`src/rtl/neuron_pkg.sv`:
```
// Shared types for the neuron Q capture path: sample type and tagged FIFO entry.
package neuron_pkg;

  localparam int NEURON_W = 8;

  typedef logic [NEURON_W-1:0] q_t;

  typedef struct packed {
    q_t         q;
    logic [7:0] seq;
  } q_entry_t;

endpackage

```
`src/rtl/neuron_q_fifo_mem.sv`:
```
// Storage array for the collector FIFO: one synchronous write port, one asynchronous read port.
module neuron_q_fifo_mem
  import neuron_pkg::*;
#(
  parameter int DEPTH = 4,
  parameter int EW    = $bits(q_entry_t)
) (
  input  logic                     i_clk,
  input  logic                     i_we,
  input  logic [$clog2(DEPTH)-1:0] i_waddr,
  input  logic [EW-1:0]            i_wdata,
  input  logic [$clog2(DEPTH)-1:0] i_raddr,
  output logic [EW-1:0]            o_rdata
);

  // No reset: entries are only ever read after being written.
  logic [EW-1:0] r_mem [DEPTH];

  always_ff @(posedge i_clk) begin
    if (i_we) begin
      r_mem[i_waddr] <= i_wdata;
    end
  end

  assign o_rdata = r_mem[i_raddr];

endmodule

```
`src/rtl/neuron_q_collector.sv`:
```
// Captures valid neuron Q samples, tags them with a sequence number and hands them out
// through a first-word-fall-through FIFO, counting samples lost to back-pressure.
module neuron_q_collector
  import neuron_pkg::*;
#(
  parameter int WIDTH = NEURON_W,
  parameter int DEPTH = 4,
  parameter int SEQW  = 8
) (
  input  logic                     CK1,
  input  logic                     RST,
  input  logic [WIDTH-1:0]         Q_IN,
  input  logic                     Q_VLD,
  output logic [WIDTH-1:0]         Q_OUT,
  output logic [SEQW-1:0]          SEQ_OUT,
  output logic                     OUT_VLD,
  input  logic                     OUT_RDY,
  output logic [$clog2(DEPTH):0]   LEVEL,
  output logic [SEQW-1:0]          DROP_CNT,
  output logic                     OVF
);

  localparam int AW = $clog2(DEPTH);
  localparam int EW = WIDTH + SEQW;
  localparam logic [AW:0] LVL_FULL = (AW+1)'(DEPTH);

  logic [AW:0]       r_wr_ptr;
  logic [AW:0]       r_rd_ptr;
  logic [SEQW-1:0]   r_seq;
  logic [SEQW-1:0]   r_drop;
  logic              r_ovf;
  logic [WIDTH-1:0]  r_q_out;
  logic [SEQW-1:0]   r_seq_out;

  logic [AW:0]       w_level;
  logic              w_empty;
  logic              w_full;
  logic              w_pop;
  logic              w_push;
  logic              w_drop;
  logic [AW:0]       w_wr_ptr_next;
  logic [AW:0]       w_rd_ptr_next;
  logic [EW-1:0]     w_wdata;
  logic [EW-1:0]     w_rdata;
  logic [EW-1:0]     w_head_next;
  logic              w_head_load;

  assign w_level = r_wr_ptr - r_rd_ptr;
  assign w_empty = (w_level == '0);
  assign w_full  = (w_level == LVL_FULL);

  assign w_pop  = !w_empty && OUT_RDY;
  assign w_push = Q_VLD && (!w_full || w_pop);
  assign w_drop = Q_VLD && w_full && !w_pop;

  assign w_wr_ptr_next = r_wr_ptr + {{AW{1'b0}}, w_push};
  assign w_rd_ptr_next = r_rd_ptr + {{AW{1'b0}}, w_pop};
  assign w_wdata       = {Q_IN, r_seq};

  neuron_q_fifo_mem #(
    .DEPTH (DEPTH),
    .EW    (EW)
  ) u_mem (
    .i_clk   (CK1),
    .i_we    (w_push),
    .i_waddr (r_wr_ptr[AW-1:0]),
    .i_wdata (w_wdata),
    .i_raddr (w_rd_ptr_next[AW-1:0]),
    .o_rdata (w_rdata)
  );

  // The output register is preloaded with the next head; when that head is the entry
  // being written this cycle it is taken straight from the write data.
  assign w_head_next = (w_push && (w_rd_ptr_next == r_wr_ptr)) ? w_wdata : w_rdata;
  assign w_head_load = (w_wr_ptr_next != w_rd_ptr_next);

  always_ff @(posedge CK1 or posedge RST) begin
    if (RST) begin
      r_wr_ptr  <= '0;
      r_rd_ptr  <= '0;
      r_seq     <= '0;
      r_drop    <= '0;
      r_ovf     <= 1'b0;
      r_q_out   <= '0;
      r_seq_out <= '0;
    end else begin
      r_wr_ptr <= w_wr_ptr_next;
      r_rd_ptr <= w_rd_ptr_next;
      if (Q_VLD) begin
        r_seq <= r_seq + SEQW'(1);
      end
      if (w_drop) begin
        if (r_drop != '1) begin
          r_drop <= r_drop + SEQW'(1);
        end
        r_ovf <= 1'b1;
      end
      if (w_head_load) begin
        {r_q_out, r_seq_out} <= w_head_next;
      end
    end
  end

  assign Q_OUT    = r_q_out;
  assign SEQ_OUT  = r_seq_out;
  assign OUT_VLD  = !w_empty;
  assign LEVEL    = w_level;
  assign DROP_CNT = r_drop;
  assign OVF      = r_ovf;

endmodule

```
`config.mk`:
```
export PLATFORM = sky130hd
export DESIGN_NAME = neuron_q_collector
export DESIGN_NICKNAME = d
export VERILOG_FILES = /design/src/rtl/neuron_pkg.sv /design/src/rtl/neuron_q_fifo_mem.sv /design/src/rtl/neuron_q_collector.sv
export SDC_FILE = /design/constraint.sdc
export NUM_CORES = 1
export LEC_CHECK = 0
export CORE_ASPECT_RATIO = 0.75
export CORE_MARGIN = 2
export CORE_UTILIZATION = 59
export CTS_BUF_LIST = sky130_fd_sc_hd__clkbuf_2
export DETAILED_ROUTE_END_ITERATION = 7
export MAX_ROUTING_LAYER = met4
export PLACE_DENSITY_LB_ADDON = 0.2
export SETUP_SLACK_MARGIN = 0.05
export SYNTH_ARGS = -nofsm -noshare
export SYNTH_HDL_FRONTEND = slang
export SYNTH_SLANG_ARGS = --single-unit
```
`constraint.sdc`:
```
create_clock -name CK1 -period 5.1 [get_ports CK1]
set_input_delay 1.53 -clock CK1 [delete_from_list [all_inputs] [get_ports CK1]]
set_output_delay 1.53 -clock CK1 [all_outputs]
set_load 0.01 [all_outputs]
```
# == After elaboration in Yosys (flattened, before gate mapping) ==
# Memories as Yosys holds them, arrays and structs flattened.
# Index checks and enable logic that the tools add are counted.
# totals
register_bits,39
ram_bits,64
in_bits,12
word_cells,31
memories,1
# op_classes
n_addsub,5
eq_ne,4
mux,3
reduce_logical,11
# memory_table
name,depth,word_bits,rd,rd_ports_with_merged_regs,write_ports,line,rtl
u_mem.r_mem,4,16,1,0,1,neuron_q_fifo_mem.sv:17,logic [EW-1:0] r_mem [DEPTH];
# ops
op,n
"8-bit by 1-bit adder with 8-bit output, second input constant",2
16-bit two-way mux,1
"8-bit inequality test, second input constant",1
3-bit by 1-bit adder with 3-bit output,2
1-bit logical AND,5
3-bit == test,1
"3-bit == test, second input constant",1
1-bit zero test,3
3-bit zero test,1
3-bit inequality test,1
3-bit subtractor,1
1-bit two-way mux,2
2-bit AND reduction,1
1-bit logical OR,1

# == Longest topological paths before layout ==
# Gate-level depths: netlist of the first run.
# depth
depth_word,8
mapped_depth,14
depth_no_buf,12

# == By module ==
# From an unflattened synthesis of the first run, not the netlist that was laid out.
# hier_totals
hier_cells,276
hier_area_um2,4513.1
# modules_own_cells
module,instances,cells_each,area_per_inst_um2
neuron_q_fifo_mem,1,88,2377.3
neuron_q_collector,1,188,2135.8

# == Least setup slack after synthesis of the first run ==
# No wires, ideal clock.
# synth_path
path_type,input-to-reg
startpoint,input port OUT_RDY
endpoint,"register r_q_out[0], in the netlist Q_OUT[0]"
setup_time_ns,0.127
arrival_time_ns,3.876
required_time_ns,4.973
path_slack_ns,1.098
path_stages,10
n_path_buf,2
cell_sequence,o31ai_2 inv_2 clkbuf_1 ha_1 ha_1 xor2_1 xnor2_1 nand2_1 clkbuf_1 a2bb2oi_1
# synth_between
elab_chain_cells,5
# synth_lines
element,line,rtl
from (decl),neuron_q_collector.sv:17,"input logic OUT_RDY,"
1-bit logical AND,neuron_q_collector.sv:52,assign w_pop = !w_empty && OUT_RDY;
1-bit logical OR,neuron_q_collector.sv:53,assign w_push = Q_VLD && (!w_full || w_pop);
1-bit logical AND,neuron_q_collector.sv:53,
3-bit by 1-bit adder with 3-bit output,neuron_q_collector.sv:56,"assign w_wr_ptr_next = r_wr_ptr + {{AW{1'b0}}, w_push};"
named net w_wr_ptr_next[2],neuron_q_collector.sv:41,logic [AW:0] w_wr_ptr_next;
3-bit inequality test,neuron_q_collector.sv:75,assign w_head_load = (w_wr_ptr_next != w_rd_ptr_next);
to (signal assigned),neuron_q_collector.sv:99,"{r_q_out, r_seq_out} <= w_head_next;"
to (decl),neuron_q_collector.sv:32,logic [WIDTH-1:0] r_q_out;
# The timed path passes the listed nets, and every way through them passes these cells.
# A chain may end at the register's enable or synchronous reset.

# == Worst setup path after layout of the first run ==
# layout_path
startpoint,register r_wr_ptr[0]
endpoint,"register r_seq_out[4], in the netlist SEQ_OUT[4]"
# layout_between
elab_chain_cells,8
# layout_lines
element,line,rtl
from (decl),neuron_q_collector.sv:27,logic [AW:0] r_wr_ptr;
from (signal assigned),neuron_q_collector.sv:87,r_wr_ptr <= w_wr_ptr_next;
3-bit subtractor,neuron_q_collector.sv:48,assign w_level = r_wr_ptr - r_rd_ptr;
3-bit zero test,neuron_q_collector.sv:49,assign w_empty = (w_level == '0);
1-bit zero test,neuron_q_collector.sv:52,
1-bit logical AND,neuron_q_collector.sv:52,
1-bit logical OR,neuron_q_collector.sv:53,
1-bit logical AND,neuron_q_collector.sv:53,
3-bit by 1-bit adder with 3-bit output *,neuron_q_collector.sv:56,
named net w_wr_ptr_next[1],neuron_q_collector.sv:41,
3-bit inequality test *,neuron_q_collector.sv:75,
to (signal assigned),neuron_q_collector.sv:99,
to (decl),neuron_q_collector.sv:33,logic [SEQW-1:0] r_seq_out;
# Mark *: on every way through the listed nets, which the timed path passes. The rest lies on a longest branch.

==> reports/metrics.yaml, run 1 <==
run_status:
  status: "finished clean"
worst_setup_path:
  reg2reg_from: "r_wr_ptr[0]$_DFF_PP0_"
  cpPeakStageDelay_ps: 920
  path_cells: "inv_1 > ha_1 > fa_1 > xnor3_1 > o31ai_2 > inv_2 > ha_1 > ha_1 > xor2_1 > nor2_1 > nand2_1 > a2bb2oi_1"
  slowest_stage: "nor2_1"
  crit_top_cell: "ha_1"
  crit_path_end_kind: "flip-flop"
  crit_fanout: 17
  rr_worst_depth: 12
  worst_ep_arrival_time_ps: 4920
  worstPathRequired_ps: 5560
  rr_endpoint: "SEQ_OUT[4]$_DFFE_PP0P_"
  rrSetupSlack_ps: 640
  path_class: "reg2reg"
  start_kind: "flip-flop"
die:
  die_h_um: 77.6
  core-area_um2: 6900
  ios: 41
  rows: 26
  die_area_um2: 7930
  fp.dieW_um: 102
  start_util_pct: 61.8
sta:
  setup_violations: 0
  period_minus_slack_ps: 4460
  rsz0062_at_grt: "no"
  hold_viol: 0
  slew_headroom_pct: 19.3
  period_share_pct: 87.5
  fin_tns_setup_ps: 0
  maxSlewViolCount: 0
  skew_ps: 20.3
  worst_pin_slew_ps: 1210
  holdWs_ps: 512
  fmax_ghz: 0.224
layout:
  diodes: 0
  fin_cells: 410
  layout-drive-gt1-share_pct: 16.0
  nets: 327
  synthToLayoutAreaGrowth_pct: 15.8
synthesis:
  postSynthCellCount: 257
  ys_warn_count: 0
  synth_commonest_cells: "64 x edfxtp_1, 39 x dfrtp_1"
  synth_top_area_share_pct: 45.1
  synth_largest_area_cell: "edfxtp_1"
  synthesis.area_um2: 4270
  ys_seq_area_share_pct: 67.9
  ys_types: 32
  synth_seq_cells: 103
  synth_edf_count: 64
  synth.most_common_cell: "edfxtp_1"
  async_flop_share_pct: 37.9
  syn_nets: 277
  syn_avg_cell_area_um2: 16.6
  yosys-top-cells-area: "edfxtp_1 45%, dfrtp_1 23%, mux4_2 8.4%"
  synth_ff_type: "edfxtp_1"
global_routing:
  grt_pass1_wl_mm: 13.4
  grt_overflow: 0
  track_usage_pct: 23.8
  antenna_found_initial: 0
  grt_pass1_vias: 2578
  grt_max_degree: 40
clock_tree:
  cts_buffer_depth: 2
  cts_hold_buf: 0
  cts_tree: "yes"
  worstSkewPairLatency_ps: 570
  post_cts_resized: 0
  post_cts_buffers: 0
  cts_num_sinks: 103
  clkTransAtPathRegs_ps: 250
  cts-root-buf: "clkbuf_2"
  htreeDepth: 3
  cts_buffers: 9
drt:
  drtIter0Drc: 205
  vias: 2472
  drcViolationCount: 0
  wl_per_cell_um: 20.4
  routed_wl_mm: 8.37
  antenna_left: 0
  via_per_inst: 6.03
  dr.pass1.iters: 6
place:
  hpwl_mm: 5.43
  place_inst: 394
  gp_congestion: 0.862
  portBuffers: 40
worst_hold_path:
  holdPathEnd: "OVF$_DFFE_PP0P_"
  min-delay-start: "OVF$_DFFE_PP0P_"
  hold-path-cell-count: 1
  min_path_type: "reg2reg"
run:
  maxCapViolations: 0
-- layer usage --
layer  part of all wire, %  GRT usage (%)  up-vias
li1                      -              -     1119
met1                    43           31.9     1242
met2                    49           37.4       97
met3                   6.5           5.05       14
met4                   1.6           7.33        0
met5                     0              -        -
-- stage by stage --
stage	utilization, %	cell area [um2]	setup slack (ps)
after floorplan	-	4270	1100
after detailed placement	70.1	4840	168
after global routing	71.6	4940	418
after global placement	70.1	4840	305
after CTS	71.6	4940	698
final	71.6	4940	636
-- critical path, delay by kind of cell, from the launching register on --
family / cells / cell delay, ps
adders and majority gates: 4 / 1080
buffers and inverters: 2 / 140
DFF: 1 / 560
AOI/OAI and AO/OA: 2 / 600
and+or+nand+nor: 2 / 1590
xor gates and xnor gates: 2 / 410
-- placed cells by master, fill, tap and decap left out, types with 5 or more instances in the layout --
master and count:
mux4_2 16, a2bb2oi_1 16, inv_1 6, clkdlybuf4s50_1 40, nor2_1 5, dfrtp_1 39
ha_1 7, o21ai_0 16, edfxtp_1 64, nand2_1 8, buf_4 12, clkbuf_2 10
a32oi_1 16, xnor2_1 6, nand3_1 5, xor2_1 15
-- sequential cells by signal, indices dropped and copies added (netlist names) --
name / count
u_mem.r_mem: 64
r_rd_ptr: 3
Q_OUT: 8
SEQ_OUT: 8
r_wr_ptr: 3
DROP_CNT: 8
r_seq: 8
OVF: 1
-- kinds of logic after synthesis --
family / count (synthesis) / share of synthesized area [%]
adder cells (fa/ha/maj): 8 / 2.52
multiplexers: 18 / 8.98
XOR/XNOR: 23 / 5.40
AO/OA/AOI/OAI: 49 / 8.74
AND/OR/NAND/NOR: 36 / 4.61
buffers and inverters: 20 / 1.82
flip-flops: 103 / 67.9
-- layout make-up --
class | count | area [um2]
Fill cell | 465 | 1960
Timing Repair Buffer | 52 | 490
Clock buffer | 10 | 50.0
Tap cell | 98 | 123
Multi-Input combinational cell | 134 | 1300
Inverter | 7 | 26.3
Clock inverter | 6 | 51.3
Sequential cell | 103 | 2900
-- worst max path at each step --
| stage | start | endpoint | depth (start not counted) |
|---|---|---|---|
| 2_1_floorplan | OUT_RDY | Q_OUT[0]$_DFFE_PP0P_ | 10 |
| 3_3_place_gp | OUT_RDY | Q_OUT[4]$_DFFE_PP0P_ | 9 |
| 3_5_place_dp | OUT_RDY | SEQ_OUT[6]$_DFFE_PP0P_ | 9 |
| 4_1_cts | r_wr_ptr[0]$_DFF_PP0_ | SEQ_OUT[4]$_DFFE_PP0P_ | 12 |
| 5_1_grt | r_wr_ptr[0]$_DFF_PP0_ | SEQ_OUT[4]$_DFFE_PP0P_ | 12 |
| 6_report | r_wr_ptr[0]$_DFF_PP0_ | SEQ_OUT[4]$_DFFE_PP0P_ | 12 |
Power of run 1 is not shown: default switching activity piles up to over one toggle a cycle in this logic, so the estimate is an artifact.
==> run 2: changes to the inputs <==
--- a/config.mk
+++ b/config.mk
@@ -7,9 +7,10 @@
 export LEC_CHECK = 0
 export CORE_ASPECT_RATIO = 0.75
 export CORE_MARGIN = 2
-export CORE_UTILIZATION = 59
+export CORE_UTILIZATION = 61
 export CTS_BUF_LIST = sky130_fd_sc_hd__clkbuf_2
 export DETAILED_ROUTE_END_ITERATION = 7
+export DONT_BUFFER_PORTS = 1
 export MAX_ROUTING_LAYER = met4
 export PLACE_DENSITY_LB_ADDON = 0.2
 export SETUP_SLACK_MARGIN = 0.05
==> reports/metrics.yaml, run 2 (synthesized netlist as in run 1, its figures left out) <==
die:
  die_area_um2: 7680  # -3.1%
  core-area_um2: 6800  # -1.4%
  fp.dieW_um: 101  # -1.6%
  start_util_pct: 62.7  # +0.89 points
  ios: 41  # unchanged
  rows: 26  # unchanged
  die_h_um: 76.4  # -1.6%
clock_tree:
  post_cts_buffers: 0  # unchanged
  htreeDepth: 3  # unchanged
  worstSkewPairLatency_ps: 530  # -40 ps
  cts_buffers: 9  # unchanged
  cts-root-buf: "clkbuf_2"
  post_cts_resized: 0  # unchanged
  cts_hold_buf: 0  # unchanged
  clkTransAtPathRegs_ps: 230  # -20 ps
  cts_tree: "yes"
  cts_buffer_depth: 2  # unchanged
  cts_num_sinks: 103  # unchanged
worst_setup_path:
  rr_worst_depth: 13  # +1
  worstPathRequired_ps: 5510  # -50 ps
  slowest_stage: "or3_1"
  rrSetupSlack_ps: 1080  # +450 ps
  crit_path_end_kind: "flip-flop"
  path_buf_inv: 2  # unchanged
  critPathTopFamily: "adder cells"
  crit_top_cell: "ha_1"
  worst_ep_arrival_time_ps: 4420  # -500 ps
  reg2reg_from: "r_wr_ptr[0]$_DFF_PP0_"
  cpPeakStageDelay_ps: 560  # -360 ps
  crit_fanout: 16  # -1
  path_class: "reg2reg"
  rr_endpoint: "SEQ_OUT[1]$_DFFE_PP0P_"
  start_kind: "flip-flop"
  path_cells: "inv_1 > ha_1 > fa_1 > xnor3_1 > nand3_1 > and2_1 > ha_1 > ha_1 > buf_4 > xor2_1 > or3_1 > o21ai_0 > a2bb2oi_1"
sta:
  fmax_ghz: 0.249  # +11%
  period_share_pct: 78.7  # -8.8 points
  setup_violations: 0  # unchanged
  skew_ps: 30.8  # +10.4 ps
  rsz0062_at_grt: "no"
  slew_headroom_pct: 34.5  # +15 points
  period_minus_slack_ps: 4020  # -449 ps
  maxSlewViolCount: 0  # unchanged
  worst_pin_slew_ps: 982  # -224 ps
  hold_viol: 0  # unchanged
  fin_tns_setup_ps: 0  # unchanged
drt:
  drcViolationCount: 0  # unchanged
  antenna_left: 0  # unchanged
  via_per_inst: 6.47  # +7.2%
  drtIter0Drc: 252  # +23%
  vias: 2289  # -7.4%
  routed_wl_mm: 7.85  # -6.2%
  dr.pass1.iters: 4  # -2
  wl_per_cell_um: 22.2  # +8.6%
layout:
  synthToLayoutAreaGrowth_pct: 6.57
  largest_reg_flops: 64  # unchanged
  diodes: 0  # unchanged
  layout_commonest_cell: "edfxtp_1"
  top_register: "u_mem.r_mem"
  nets: 285  # -13%
  layout-drive-gt1-share_pct: 18.1  # +2.1 points
  layout_common_cells: "64 x edfxtp_1, 39 x dfrtp_1"
global_routing:
  grt_pass1_vias: 2359  # -8.5%
  grt_overflow: 0  # unchanged
  track_usage_pct: 22.9  # -0.95 points
  grt_pass1_wl_mm: 12.7  # -5.1%
  antenna_found_initial: 0  # unchanged
  grt_max_degree: 40  # unchanged
worst_hold_path:
  hold-path-cell-count: 1  # unchanged
  min-delay-start: "DROP_CNT[5]$_DFFE_PP0P_"
  min_path_type: "reg2reg"
  holdPathEnd: "DROP_CNT[5]$_DFFE_PP0P_"
run:
  maxCapViolations: 0  # unchanged
place:
  portBuffers: 0  # -100%
  hpwl_mm: 5.09  # -6.4%
  gp_congestion: 0.759  # -12%
run_status:
  status: "finished clean"
[run 2: cell count changes in the layout (fill, tap and decap cells not counted), sizes merged]
| cell | previous run | this run |
|---|---|---|
| buf | 12 | 10 |
| inv | 10 | 7 |
| clkdlybuf4s50 | 40 | 0 |
| clkinv | 0 | 4 |
| clkinvlp | 3 | 0 |
| bufinv | 0 | 2 |
[run 2: area by class of cell]
class	instances	area, um2
clock buffers	10	50.0
clock inverters	6	86.3
fillers	463	2250
inverters	7	26.3
multi-input cells	134	1310
flip-flops and latches	103	2900
well taps	84	105
repair buffers	10	75.1
[run 2: metrics by stage]
stage / utilization, % / hold slack [ps] / std cells / worst slack, ps / instance area, um2
after floorplan: - / 496 / 257 / 1100 / 4270
after global placement: 64.9 / 526 / 338 / 1170 / 4410
after detailed placement: 64.9 / 531 / 338 / 1090 / 4410
after CTS: 66.9 / 577 / 354 / 1080 / 4550
after global routing: 66.9 / 605 / 354 / 803 / 4550
final: 66.9 / 569 / 354 / 1080 / 4550
[run 2: how the worst max path moves through the flow]
stage                                startpoint                     end  slack [ps]  depth (start not counted)
after CTS                 r_wr_ptr[0]$_DFF_PP0_  SEQ_OUT[1]$_DFFE_PP0P_        1080                         13
after global placement                  OUT_RDY  SEQ_OUT[3]$_DFFE_PP0P_        1170                         10
after global routing      r_wr_ptr[0]$_DFF_PP0_  SEQ_OUT[2]$_DFFE_PP0P_         800                         13
after detailed placement                OUT_RDY  SEQ_OUT[1]$_DFFE_PP0P_        1090                         10
final                     r_wr_ptr[0]$_DFF_PP0_  SEQ_OUT[1]$_DFFE_PP0P_        1080                         13
after floorplan                         OUT_RDY    Q_OUT[0]$_DFFE_PP0P_        1100                         10
[run 2: layer usage]
metal	wire, um	global-route usage [%]
met1	3410	31.2
met2	3780	34.6
met3	608	6.51
met4	51	6.16
met5	0	-
Power of run 2 is left out for the same reason.
==> run 3: changes to the inputs <==
--- a/config.mk
+++ b/config.mk
@@ -7,7 +7,7 @@
 export LEC_CHECK = 0
 export CORE_ASPECT_RATIO = 0.75
 export CORE_MARGIN = 2
-export CORE_UTILIZATION = 61
+export CORE_UTILIZATION = 59
 export CTS_BUF_LIST = sky130_fd_sc_hd__clkbuf_2
 export DETAILED_ROUTE_END_ITERATION = 7
 export DONT_BUFFER_PORTS = 1
==> constraint.sdc (replaced) <==
create_clock -name CK1 -period 3.5 [get_ports CK1]
set_input_delay 1.05 -clock CK1 [delete_from_list [all_inputs] [get_ports CK1]]
set_output_delay 1.05 -clock CK1 [all_outputs]
set_load 0.01 [all_outputs]
==> reports/metrics.yaml, run 3 (synthesized netlist as in run 1, its figures left out) <==
run_status:
  status: "finished clean"
global_routing:
  grt_pass1_wl_mm: 13.1  # +3.2%
  antenna_found_initial: 0  # unchanged
  grt_pass1_vias: 2395  # +1.5%
  grt_overflow: 0  # unchanged
  track_usage_pct: 23.3  # +0.41 points
  grt_max_degree: 40  # unchanged
die:
  rows: 26  # unchanged
  start_util_pct: 61.8  # -0.89 points
  ios: 41  # unchanged
  die_area_um2: 7930  # +3.2%
  fp.dieW_um: 102  # +1.6%
  core-area_um2: 6900  # +1.4%
  die_h_um: 77.6  # +1.6%
place:
  gp_congestion: 0.857  # +13%
  placed_area_um2: 4510  # +2.2%
  place_inst: 360  # +6.5%
  portBuffers: 0  # unchanged
  hpwl_mm: 5.39  # +6.0%
sta:
  setup_violations: 0  # unchanged
  skew_ps: 34.6  # +3.81 ps
  period_share_pct: 91.0  # +12 points
  slew_headroom_pct: 51.0  # +17 points
  maxSlewViolCount: 0  # unchanged
  fmax_ghz: 0.314  # +26%
  worst_pin_slew_ps: 729  # -253 ps
  hold_viol: 0  # unchanged
  period_minus_slack_ps: 3180  # -832 ps
  holdWs_ps: 451  # -118 ps
  rsz0062_at_grt: "no"
drt:
  routed_wl_mm: 8.19  # +4.3%
  via_per_inst: 6.16  # -4.8%
  wl_per_cell_um: 21.6  # -2.6%
  antenna_left: 0  # unchanged
  vias: 2333  # +1.9%
  drcViolationCount: 0  # unchanged
  dr.pass1.iters: 4  # unchanged
  drtIter0Drc: 121  # -52%
worst_setup_path:
  startpoint: "r_rd_ptr[0]$_DFF_PP0_"
  crit_path_end_kind: "flip-flop"
  worst_ep_arrival_time_ps: 3630  # -790 ps
  start_kind: "flip-flop"
  reg2reg_from: "r_rd_ptr[0]$_DFF_PP0_"
  worstPathRequired_ps: 3950  # -1560 ps
  path_class: "reg2reg"
  crit_fanout: 9  # -7
layout:
  layout_commonest_cell: "edfxtp_1"
  layout-drive-gt1-share_pct: 23.1  # +5.0 points
  fin_cells: 379  # +7.1%
  synthToLayoutAreaGrowth_pct: 10.1
  layout_common_cells: "64 x edfxtp_1, 39 x dfrtp_1, 20 x buf_4"
  final_area_um2: 4700  # +3.4%
  nets: 296  # +3.9%
  diodes: 0  # unchanged
  largest_reg_flops: 64  # unchanged
  top_register: "u_mem.r_mem"
worst_hold_path:
  min_path_type: "in2async"
clock_tree:
  clkTransAtPathRegs_ps: 300  # +70 ps
  cts_buffer_depth: 2  # unchanged
  cts_buffers: 9  # unchanged
  worstSkewPairLatency_ps: 560  # +30 ps
  cts_hold_buf: 0  # unchanged
  htreeDepth: 3  # unchanged
  cts_tree: "yes"
  cts_num_sinks: 103  # unchanged
  cts-root-buf: "clkbuf_2"
run:
  maxCapViolations: 0  # unchanged
-- run 3: cell types whose count changed in the layout (fill, tap and decap cells not counted), sizes merged --
cell and delta:
clkinvlp +1, bufinv -1, inv +3, buf +11, clkinv -3
-- run 3: layer usage --
metal  GRT usage [%]  vias to the layer above  share of wire [%]
met5               -                        -                  0
met4            6.67                        0               0.26
met3            5.95                        2                7.7
met2            34.5                       78                 49
met1            32.6                     1195                 43
li1                -                     1058                  -
-- run 3: cell type report --
type	count	area, um2
well taps	98	123
clock inverters	6	77.6
multi-input cells	134	1350
repair buffers	21	170
clock buffers	10	50.0
inverters	7	26.3
fillers	474	2200
flip-flops and latches	103	2900
-- run 3: path summary, 6_finish.rpt --
check | end | slack, ps | depth (start not counted)
max | SEQ_OUT[1]$_DFFE_PP0P_ | 320 | 13
max in group asynchronous | DROP_CNT[1]$_DFFE_PP0P_ | 2670 | 2
min reg2reg | DROP_CNT[5]$_DFFE_PP0P_ | 570 | 1
min in group CK1 | u_mem.r_mem[1][9]$_DFFE_PP_ | 550 | 0
max reg2reg | SEQ_OUT[1]$_DFFE_PP0P_ | 320 | 13
min | Q_OUT[5]$_DFFE_PP0P_ | 450 | 2
-- run 3: timing repair --
item	4_1_cts	5_1_grt
pin swaps	0	2
resized for setup	2	3
endpoints found under the setup margin	16	16
setup buffers	0	3
-- run 3: worst max-delay path, cell delays in order, from the launching register on --
cell and delay, ps:
dfrtp_1 450, ha_1 190, fa_1 370, xnor3_2 290, nand3_1 100, and2_1 170, ha_1 180, ha_1 330
buf_4 210, xor2_1 250, nor2_4 100, buf_4 160, a32oi_1 190, a2bb2oi_1 100
-- run 3: through the flow --
step	util (%)	TNS, ps	worst slack, ps
final	68.1	0	317
after CTS	67.5	0	63.2
after floorplan	-	0	83.8
after global placement	65.4	-368	-26.7
after global routing	68.1	0	78.4
after detailed placement	65.4	-1630	-110
Power of run 3 is left out for the same reason.
